## src/rtl/vga_scan_gen.sv

```systemverilog
// vga_scan_gen: 640x480@60 raster counter with sync, grid-cell,
// border/blanking classification and a once-per-frame tick.
module vga_scan_gen #(
  parameter int unsigned H_VISIBLE    = 640,
  parameter int unsigned H_FRONT      = 16,
  parameter int unsigned H_SYNC       = 96,
  parameter int unsigned H_BACK       = 48,
  parameter int unsigned V_VISIBLE    = 480,
  parameter int unsigned V_FRONT      = 10,
  parameter int unsigned V_SYNC       = 2,
  parameter int unsigned V_BACK       = 33,
  parameter int unsigned CELL_LOG2    = 4,
  parameter int unsigned BORDER_CELLS = 1
) (
  input  logic       in_clk,
  input  logic       in_reset,
  input  logic       in_pix_en,
  output logic       out_hsync,
  output logic       out_vsync,
  output logic [9:0] out_x,
  output logic [9:0] out_y,
  output logic [5:0] out_cell_x,
  output logic [4:0] out_cell_y,
  output logic       out_oobounds,
  output logic       out_border,
  output logic       out_frame_tick
);

  localparam int unsigned H_TOTAL =
    H_VISIBLE + H_FRONT + H_SYNC + H_BACK;
  localparam int unsigned V_TOTAL =
    V_VISIBLE + V_FRONT + V_SYNC + V_BACK;
  localparam int unsigned GRID_W = H_VISIBLE >> CELL_LOG2;
  localparam int unsigned GRID_H = V_VISIBLE >> CELL_LOG2;

  localparam logic [9:0] L_H_VIS  = 10'(H_VISIBLE);
  localparam logic [9:0] L_H_LV   = 10'(H_VISIBLE - 1);
  localparam logic [9:0] L_H_SB   = 10'(H_VISIBLE + H_FRONT);
  localparam logic [9:0] L_H_SE   =
    10'(H_VISIBLE + H_FRONT + H_SYNC - 1);
  localparam logic [9:0] L_H_LAST = 10'(H_TOTAL - 1);

  localparam logic [9:0] L_V_VIS  = 10'(V_VISIBLE);
  localparam logic [9:0] L_V_LV   = 10'(V_VISIBLE - 1);
  localparam logic [9:0] L_V_SB   = 10'(V_VISIBLE + V_FRONT);
  localparam logic [9:0] L_V_SE   =
    10'(V_VISIBLE + V_FRONT + V_SYNC - 1);
  localparam logic [9:0] L_V_LAST = 10'(V_TOTAL - 1);

  localparam logic [9:0] L_B_LO  = 10'(BORDER_CELLS);
  localparam logic [9:0] L_CX_HI = 10'(GRID_W - BORDER_CELLS);
  localparam logic [9:0] L_CY_HI = 10'(GRID_H - BORDER_CELLS);

  logic [9:0] r_h;
  logic [9:0] r_v;
  logic       r_hsync;
  logic       r_vsync;
  logic [9:0] r_x;
  logic [9:0] r_y;
  logic [5:0] r_cx;
  logic [4:0] r_cy;
  logic       r_oob;
  logic       r_border;
  logic       r_tick;

  logic [9:0] w_cx;
  logic [9:0] w_cy;
  logic       w_h_last;
  logic       w_v_last;
  logic       w_oob;
  logic       w_edge;
  logic       w_hsync;
  logic       w_vsync;
  logic       w_last_vis;

  assign w_cx     = r_h >> CELL_LOG2;
  assign w_cy     = r_v >> CELL_LOG2;
  assign w_h_last = (r_h == L_H_LAST);
  assign w_v_last = (r_v == L_V_LAST);
  assign w_oob    = (r_h >= L_H_VIS) | (r_v >= L_V_VIS);
  assign w_edge   = (w_cx < L_B_LO) | (w_cx >= L_CX_HI) |
                    (w_cy < L_B_LO) | (w_cy >= L_CY_HI);
  assign w_hsync  = !((r_h >= L_H_SB) && (r_h <= L_H_SE));
  assign w_vsync  = !((r_v >= L_V_SB) && (r_v <= L_V_SE));
  assign w_last_vis = (r_h == L_H_LV) && (r_v == L_V_LV);

  always_ff @(posedge in_clk) begin
    if (!in_reset) begin
      r_h      <= '0;
      r_v      <= '0;
      r_hsync  <= 1'b1;
      r_vsync  <= 1'b1;
      r_x      <= '0;
      r_y      <= '0;
      r_cx     <= '0;
      r_cy     <= '0;
      r_oob    <= 1'b1;
      r_border <= 1'b0;
      r_tick   <= 1'b0;
    end else begin
      // tick lasts one clock whatever the strobe duty cycle
      r_tick <= in_pix_en & w_last_vis;
      if (in_pix_en) begin
        r_hsync  <= w_hsync;
        r_vsync  <= w_vsync;
        r_x      <= r_h;
        r_y      <= r_v;
        r_cx     <= w_cx[5:0];
        r_cy     <= w_cy[4:0];
        r_oob    <= w_oob;
        r_border <= !w_oob & w_edge;
        r_h      <= w_h_last ? '0 : r_h + 10'd1;
        if (w_h_last)
          r_v <= w_v_last ? '0 : r_v + 10'd1;
      end
    end
  end

  assign out_hsync      = r_hsync;
  assign out_vsync      = r_vsync;
  assign out_x          = r_x;
  assign out_y          = r_y;
  assign out_cell_x     = r_cx;
  assign out_cell_y     = r_cy;
  assign out_oobounds   = r_oob;
  assign out_border     = r_border;
  assign out_frame_tick = r_tick;

endmodule
```

## config.mk

```make
export PLATFORM = sky130hd
export DESIGN_NAME = vga_scan_gen
export DESIGN_NICKNAME = d
export VERILOG_FILES = /design/src/rtl/vga_scan_gen.sv
export SDC_FILE = /design/constraint.sdc
export NUM_CORES = 1
export LEC_CHECK = 0
export BUFFER_PORTS_ARGS = -buffer_cell sky130_fd_sc_hd__clkbuf_2
export CAP_MARGIN = 20
export CORE_UTILIZATION = 25
export DETAILED_ROUTE_END_ITERATION = 10
export PLACE_DENSITY = 0.51
export REMOVE_ABC_BUFFERS = 1
export SYNTH_ARGS = -nofsm -noshare
export SYNTH_HDL_FRONTEND = slang
export SYNTH_SLANG_ARGS = --single-unit
```

## constraint.sdc

```tcl
create_clock -name in_clk -period 1.7 [get_ports in_clk]
set_input_delay 0.085 -clock in_clk [delete_from_list [all_inputs] [get_ports in_clk]]
set_output_delay 0.085 -clock in_clk [all_outputs]
set_load 0.005 [all_outputs]
```

==> impl_results.md, run 1 <==
- Status: finished clean
- Post-synth EDFFs: 0
- Post-synthesis instance total: 236
- First-pass GRT wire length: 8580 um
- CTS Buf Count: 5
- Synth Register Bits: 45
- Ys flop type: dfxtp_1
- Count of pins over their slew limit: 0
- Vias/cell: about 4.6
- TritonCTS clock tree: done
- # clock sinks: 45
- YS warnings: 0
- MaxCap Viol Count: 0
- Clock skew: approximately 9.1 ps
- CTS clk-pin slew, worst paths: about 90 ps
- Final Setup Violations: 0
- GPL Wtd Cong: 0.823
- Placed Cells: around 380
- Crit. End Element: flop
- Initial drt markers: 154
- Fmax: 0.608 GHz
- Synth top area share: 42.5%
- Startpoint Class: flop
- Tcrit/Tclk final: 96.8%
- Initial antenna violation count: 0
- Final hold viol count: 0
- Req. time, crit path: 1910 ps
- Initial Util: 25.8%
- Leak pwr: between 1 and 1.5 nW
- Slew HR: ~80%
- Synth top area cells: dfxtp_1, mux2i_1, nor2_1
- Row cnt: 33
- Final std cells w/o fill: 392
- Vias in the first global route: 1,704
- DRC: 0
- H-tree levels: 2
- Avg WL per Cell: 13.3 um
- Tot GR Track Use: between 10 and 15%
- Syn Area/Cell: 8.99 sq um
- CTS Hold Bufs: 0
- Final wirelength: 5220 um
- Async set or reset register ratio after synthesis: 0%
- Total number of vias: 1,805
- Clk Tree Root Cell: clkbuf_8
- PwrDens: 756 nW/um^2
- Worst IR Drop VDD: between 0.0003 and 0.0004 V
- DRT antenna net count: 0
- Clock latency on the worst-skew pair: 300 ps
- Hold Crit Class: input pin to flop
- Pin count of the biggest net entering global routing: 29
- Mapped Area: 2120 sq um
- Sequential area share after synthesis: 42.5%
- Post-synthesis cell type count: 47
- I/O pin cnt: 39
- Crit Path Max Fanout: 5
- DP HPWL: 3600 um
- # nets final: 293
- Fraction of layout cells with a size suffix above 1: 32.4%
- Worst path arrival time: approximately 1900 ps
- Die height: 94.1 um
- WS Path Type: flop to flop
- RSZ-0062 raised after global routing: true
- Die width: ~94 um
- Largest area contributor in the netlist: dfxtp_1
- Die area: 8860 sq um
- Post-layout min period: 1650 ps
- Core box area: 8220 sq um
- DR pass1 iterations: 4
- I/O Buffers: 38
- Area Overhead vs Synth: 27.3%
- Design Power: 0.00204 W
- GRT overflow: 0
- Ant. Diodes: 0
- Clk buf depth: 2
- Worst-margin pin slew: 332 ps
## where the power goes
part | internal, W | switching, W
sequential | 0.00106 | 0.00000615
combinational | 0.0000358 | 0.0000566
clock | 0.000479 | 0.000399
## registers in the layout, indices dropped and copies added, names as in the netlist, 10 cells and up
name,count
out_x,10
out_y,10
r_v,10
r_h,10
## critical path: stages, from the launching register on
cell     delay [ps]
dfxtp_2         330
or4_4           550
nor3_4          230
buf_6           150
o21ai_2          50
a32o_1          240
## area by class of cell
cell class / instances / area (sq um)
Fill cell: 833 / 5520
Inverter: 8 / 30.0
Clock buffer: 6 / 82.6
Multi-Input combinational cell: 157 / 1080
Clock inverter: 2 / 37.5
Sequential cell: 45 / 905
Tap cell: 105 / 131
Timing Repair Buffer: 69 / 430
## path summary, 6_finish.rpt
check | start | end | slack, ps | depth (start not counted)
hold reg to reg | out_oobounds | out_oobounds | 490 | 2
setup reg to reg | r_v[6] | r_v[9] | 50 | 5
hold / removal | in_reset | out_oobounds | 150 | 3
setup / recovery | r_v[6] | r_v[9] | 50 | 5
## synth_stat cells, drive strengths merged, types with 3 or more instances
| master | count |
|---|---|
| nor3 | 8 |
| a21oi | 6 |
| xnor2 | 6 |
| nor4 | 4 |
| nor2 | 35 |
| mux2i | 21 |
| o21ai | 7 |
| clkbuf | 9 |
| dfxtp | 45 |
| buf | 17 |
| nand2 | 13 |
| or3 | 3 |
| nand3 | 8 |
| nand4 | 10 |
| ha | 4 |
| inv | 8 |
## per-layer routing
layer	vias to the layer above	GRT usage [%]	wire, um
met5	-	0	0
met4	0	4.62	81
met3	5	2.83	182
met2	45	19.3	2280
met1	835	17.2	2670
li1	920	-	-
## cell usage in the layout, fill, tap and decap left out, drive strengths merged, types with 2 or more instances in the layout
master / synthesis / routed
a21oi: 6 / 6
a32o: 2 / 2
buf: 17 / 31
clkbuf: 9 / 44
dfxtp: 45 / 45
ha: 4 / 4
inv: 8 / 8
mux2i: 21 / 21
nand2: 13 / 13
nand2b: 2 / 2
nand3: 8 / 8
nand4: 10 / 10
nand4b: 2 / 2
nor2: 35 / 35
nor3: 8 / 8
nor4: 4 / 4
o211ai: 2 / 2
o21a: 2 / 2
o21ai: 7 / 7
o31ai: 2 / 2
or3: 3 / 3
or4: 2 / 2
xnor2: 6 / 6
xor2: 2 / 2
## timing repair
| item | CTS | global route |
|---|---|---|
| resized for setup | 2 | 12 |
| setup buffers | 1 | 2 |
| pin swaps | 2 | 8 |
| endpoints found under the setup margin | 4 | 9 |
## stage by stage
step                instance area [sq um]  hold WS (ps)  setup TNS (ps)  utilization, %  worst slack [ps]
global placement                     2500           455               0            30.4              22.9
global route                         2700           174           -15.3            32.8             -10.8
detailed placement                   2500           464           -32.9            30.4             -15.6
CTS                                  2640           148               0            32.1              17.0
finish                               2700           150               0            32.8              54.4
floorplan                            1970           147           -15.6               -             -15.6
## kinds of logic after synthesis
family | count (synthesis) | share of synthesized area (%)
DFF | 45 | 42.5
and+or+nand+nor | 97 | 24.8
muxes | 21 | 9.91
buffers and inverters | 34 | 8.61
adders and majority gates | 4 | 2.36
xor gates and xnor gates | 8 | 3.30
AOI/OAI and AO/OA | 27 | 8.50
Power figures use the tool's default switching activity.
==> inputs of run 2 (changes only) <==
--- a/config.mk
+++ b/config.mk
@@ -13,2 +13,3 @@
 export REMOVE_ABC_BUFFERS = 1
+export SKIP_CTS_REPAIR_TIMING = 1
 export SYNTH_ARGS = -nofsm -noshare
==> constraint.sdc (replaced) <==
create_clock -name in_clk -period 1.7 [get_ports in_clk]
set_input_delay 0 -clock in_clk [delete_from_list [all_inputs] [get_ports in_clk]]
set_output_delay 0 -clock in_clk [all_outputs]
set_load 0.005 [all_outputs]
==> run 2 against run 1 <==
- clock power fell by 3.8%
- die area is the same
- sequential share of layout area increased by 1.0 points
- first-iteration DRC count fell by 42%
- total power decreased by 1.8%
- sequential cell count unchanged
- critical endpoint unchanged
==> impl_results.md, run 2 (synthesis gave the netlist of run 1 again) <==
- Status: finished clean
- WS Path Type: flop to flop
- Die area: 8860 sq um (unchanged)
- Commonest non-fill, non-tap cell in the layout: dfxtp_1
- CP max stage cell: or4_4
- Register area: 905 sq um (unchanged)
- Tcrit/Tclk final: 97.5% (+0.66 points)
- Clock share of power: 42.2% (-0.9 points)
- Multi-input gate area: 1050 sq um (-2.8%)
- DRC: 0 (unchanged)
- GPL Wtd Cong: 0.812 (-1.3%)
- Net Switching: 0.000426 W (-7.7%)
- Hold Crit Class: input pin to flop
- H-tree levels: 2 (unchanged)
- Worst IR Drop VDD: 0.000273 V (-23%)
- I/O pin cnt: 39 (unchanged)
- Slew HR: 74.9% (-3.0 points)
- Total number of vias: 1,782 (-1.3%)
- Worst path max stage delay: 550 ps (about the same)
- GRT overflow: 0 (unchanged)
- Count of pins over their slew limit: 0 (unchanged)
- Area Overhead vs Synth: 23.5%
- Initial Util: 25.8% (unchanged)
- I/O Buffers: 38 (unchanged)
- Row cnt: 33 (unchanged)
- Worst Setup Slack, final: 43.1 ps (-11.3 ps)
- Core box area: 8220 sq um (unchanged)
- CTS Buf Count: 5 (unchanged)
- Int Pwr: 0.00158 W (about the same)
- Vias/cell: 4.62 (+0.26%)
- Comb power frac: 4.6% (about the same)
- Hold WS: 84.1 ps (-66.1 ps)
- First-pass GRT wire length: 8500 um (-0.97%)
- Clk Tree Root Cell: clkbuf_8
- Fmax: 0.604 GHz (-0.68%)
- Worst path arrival time: 1850 ps (about the same)
- Final Setup Violations: 0 (unchanged)
- Clock latency on the worst-skew pair: 300 ps (about the same)
- DRT antenna net count: 0 (unchanged)
- Startpoint Class: flop
- Clk buf depth: 2 (unchanged)
- Pin count of the biggest net entering global routing: 29 (unchanged)
- # nets final: 287 (-2.0%)
- Clock skew: 5.72 ps (-3.39 ps)
- Proportion of power drawn by flip-flops and latches: 53.2% (+0.8 points)
- Crit Path Max Fanout: 6 (+1)
- Crit path cell chain: or4_4 > nor3_4 > buf_6 > o21ai_2 > a32o_1
- Die height: 94.1 um (unchanged)
- Reg2reg path depth: 5 (unchanged)
- Ant. Diodes: 0 (unchanged)
- Initial drt markers: 89 (-42%)
- MaxCap Viol Count: 0 (unchanged)
- Die width: 94.1 um (unchanged)
- Leak pwr: 1.09 nW (-1.9%)
- Worst-margin pin slew: 374 ps (+41.6 ps)
- Post-place setup slack: -27.8 ps (-12.2 ps)
- DR pass1 iterations: 4 (unchanged)
- Most frequent cells in the layout: dfxtp_1, clkbuf_2, nor2_1
- Req. time, crit path: 1900 ps (about the same)
- Avg WL per Cell: 13.3 um (about the same)
- TritonCTS clock tree: done
- Vias in the first global route: 1,645 (-3.5%)
- Fraction of layout cells with a size suffix above 1: 29.5% (-2.9 points)
- Crit. End Element: flop
- Sw Ratio: 21.3% (-1.4 points)
- Post-DP Area: 2480 sq um (-0.90%)
- Hold Path Cell Cnt: 3 (unchanged)
- # fillers: 883 (+6.0%)
- PwrDens: 764 nW/um^2 (+1.2%)
- # clock sinks: 45 (unchanged)
- Final wirelength: 5130 um (-1.6%)
- Design Power: 0.00200 W (-1.8%)
- DP HPWL: 3600 um (-0.22%)
- Tot GR Track Use: 12.5% (-0.088 points)
- Initial antenna violation count: 0 (unchanged)
- CTS clk-pin slew, worst paths: 80 ps (about the same)
- RSZ-0062 raised after global routing: true
- Final hold viol count: 0 (unchanged)
- Final Cell Area: 2620 sq um (-2.9%)
- Post-layout min period: 1660 ps (+11.3 ps)
-- run 2: through the flow --
step	setup TNS (ps)	std cells	utilization, %
detailed placement	-75.8	378	30.2
CTS	-157	386	31.6
global route	-7.36	386	31.9
floorplan	-15.6	210	-
global placement	-40.0	378	30.2
finish	0	386	31.9
-- run 2: worst max-delay path: cells and delay by family (launching register included) --
family,cells,cell delay [ps]
AOI/OAI and AO/OA,2,290
buffers and inverters,1,170
DFF,1,330
and+or+nand+nor,2,770
-- run 2: metal layers --
metal | track usage [%] | part of all wire, %
met5 | 0 | 0
met4 | 5.90 | 2.2
met3 | 2.59 | 3.9
met2 | 18.6 | 43
met1 | 17.2 | 50
-- run 2: area by class of cell --
class | instances | share of cell area [%]
Multi-Input combinational cell | 157 | 40.2
Sequential cell | 45 | 34.5
Timing Repair Buffer | 63 | 14.7
Tap cell | 105 | 5.01
Clock buffer | 7 | 3.30
Clock inverter | 1 | 1.15
Inverter | 8 | 1.15
-- run 2: path summary, 6_finish.rpt --
check	from	to	slack (ps)
worst min register to register	out_oobounds	out_oobounds	480
worst max register to register	r_v[7]	r_v[9]	40
worst min-delay path	in_reset	out_hsync	80
worst max-delay path	r_v[7]	r_v[9]	40
-- run 2: power groups by stage --
stage / combinational, W / clock, W / sequential, W
finish: 0.0000914 / 0.000845 / 0.00107
global route: 0.000101 / 0.000934 / 0.00107
CTS: 0.0000939 / 0.000884 / 0.00107
detailed placement: 0.0000935 / 0 / 0.00109
global placement: 0.0000924 / 0 / 0.00109
floorplan: 0.0000349 / 0 / 0.00109
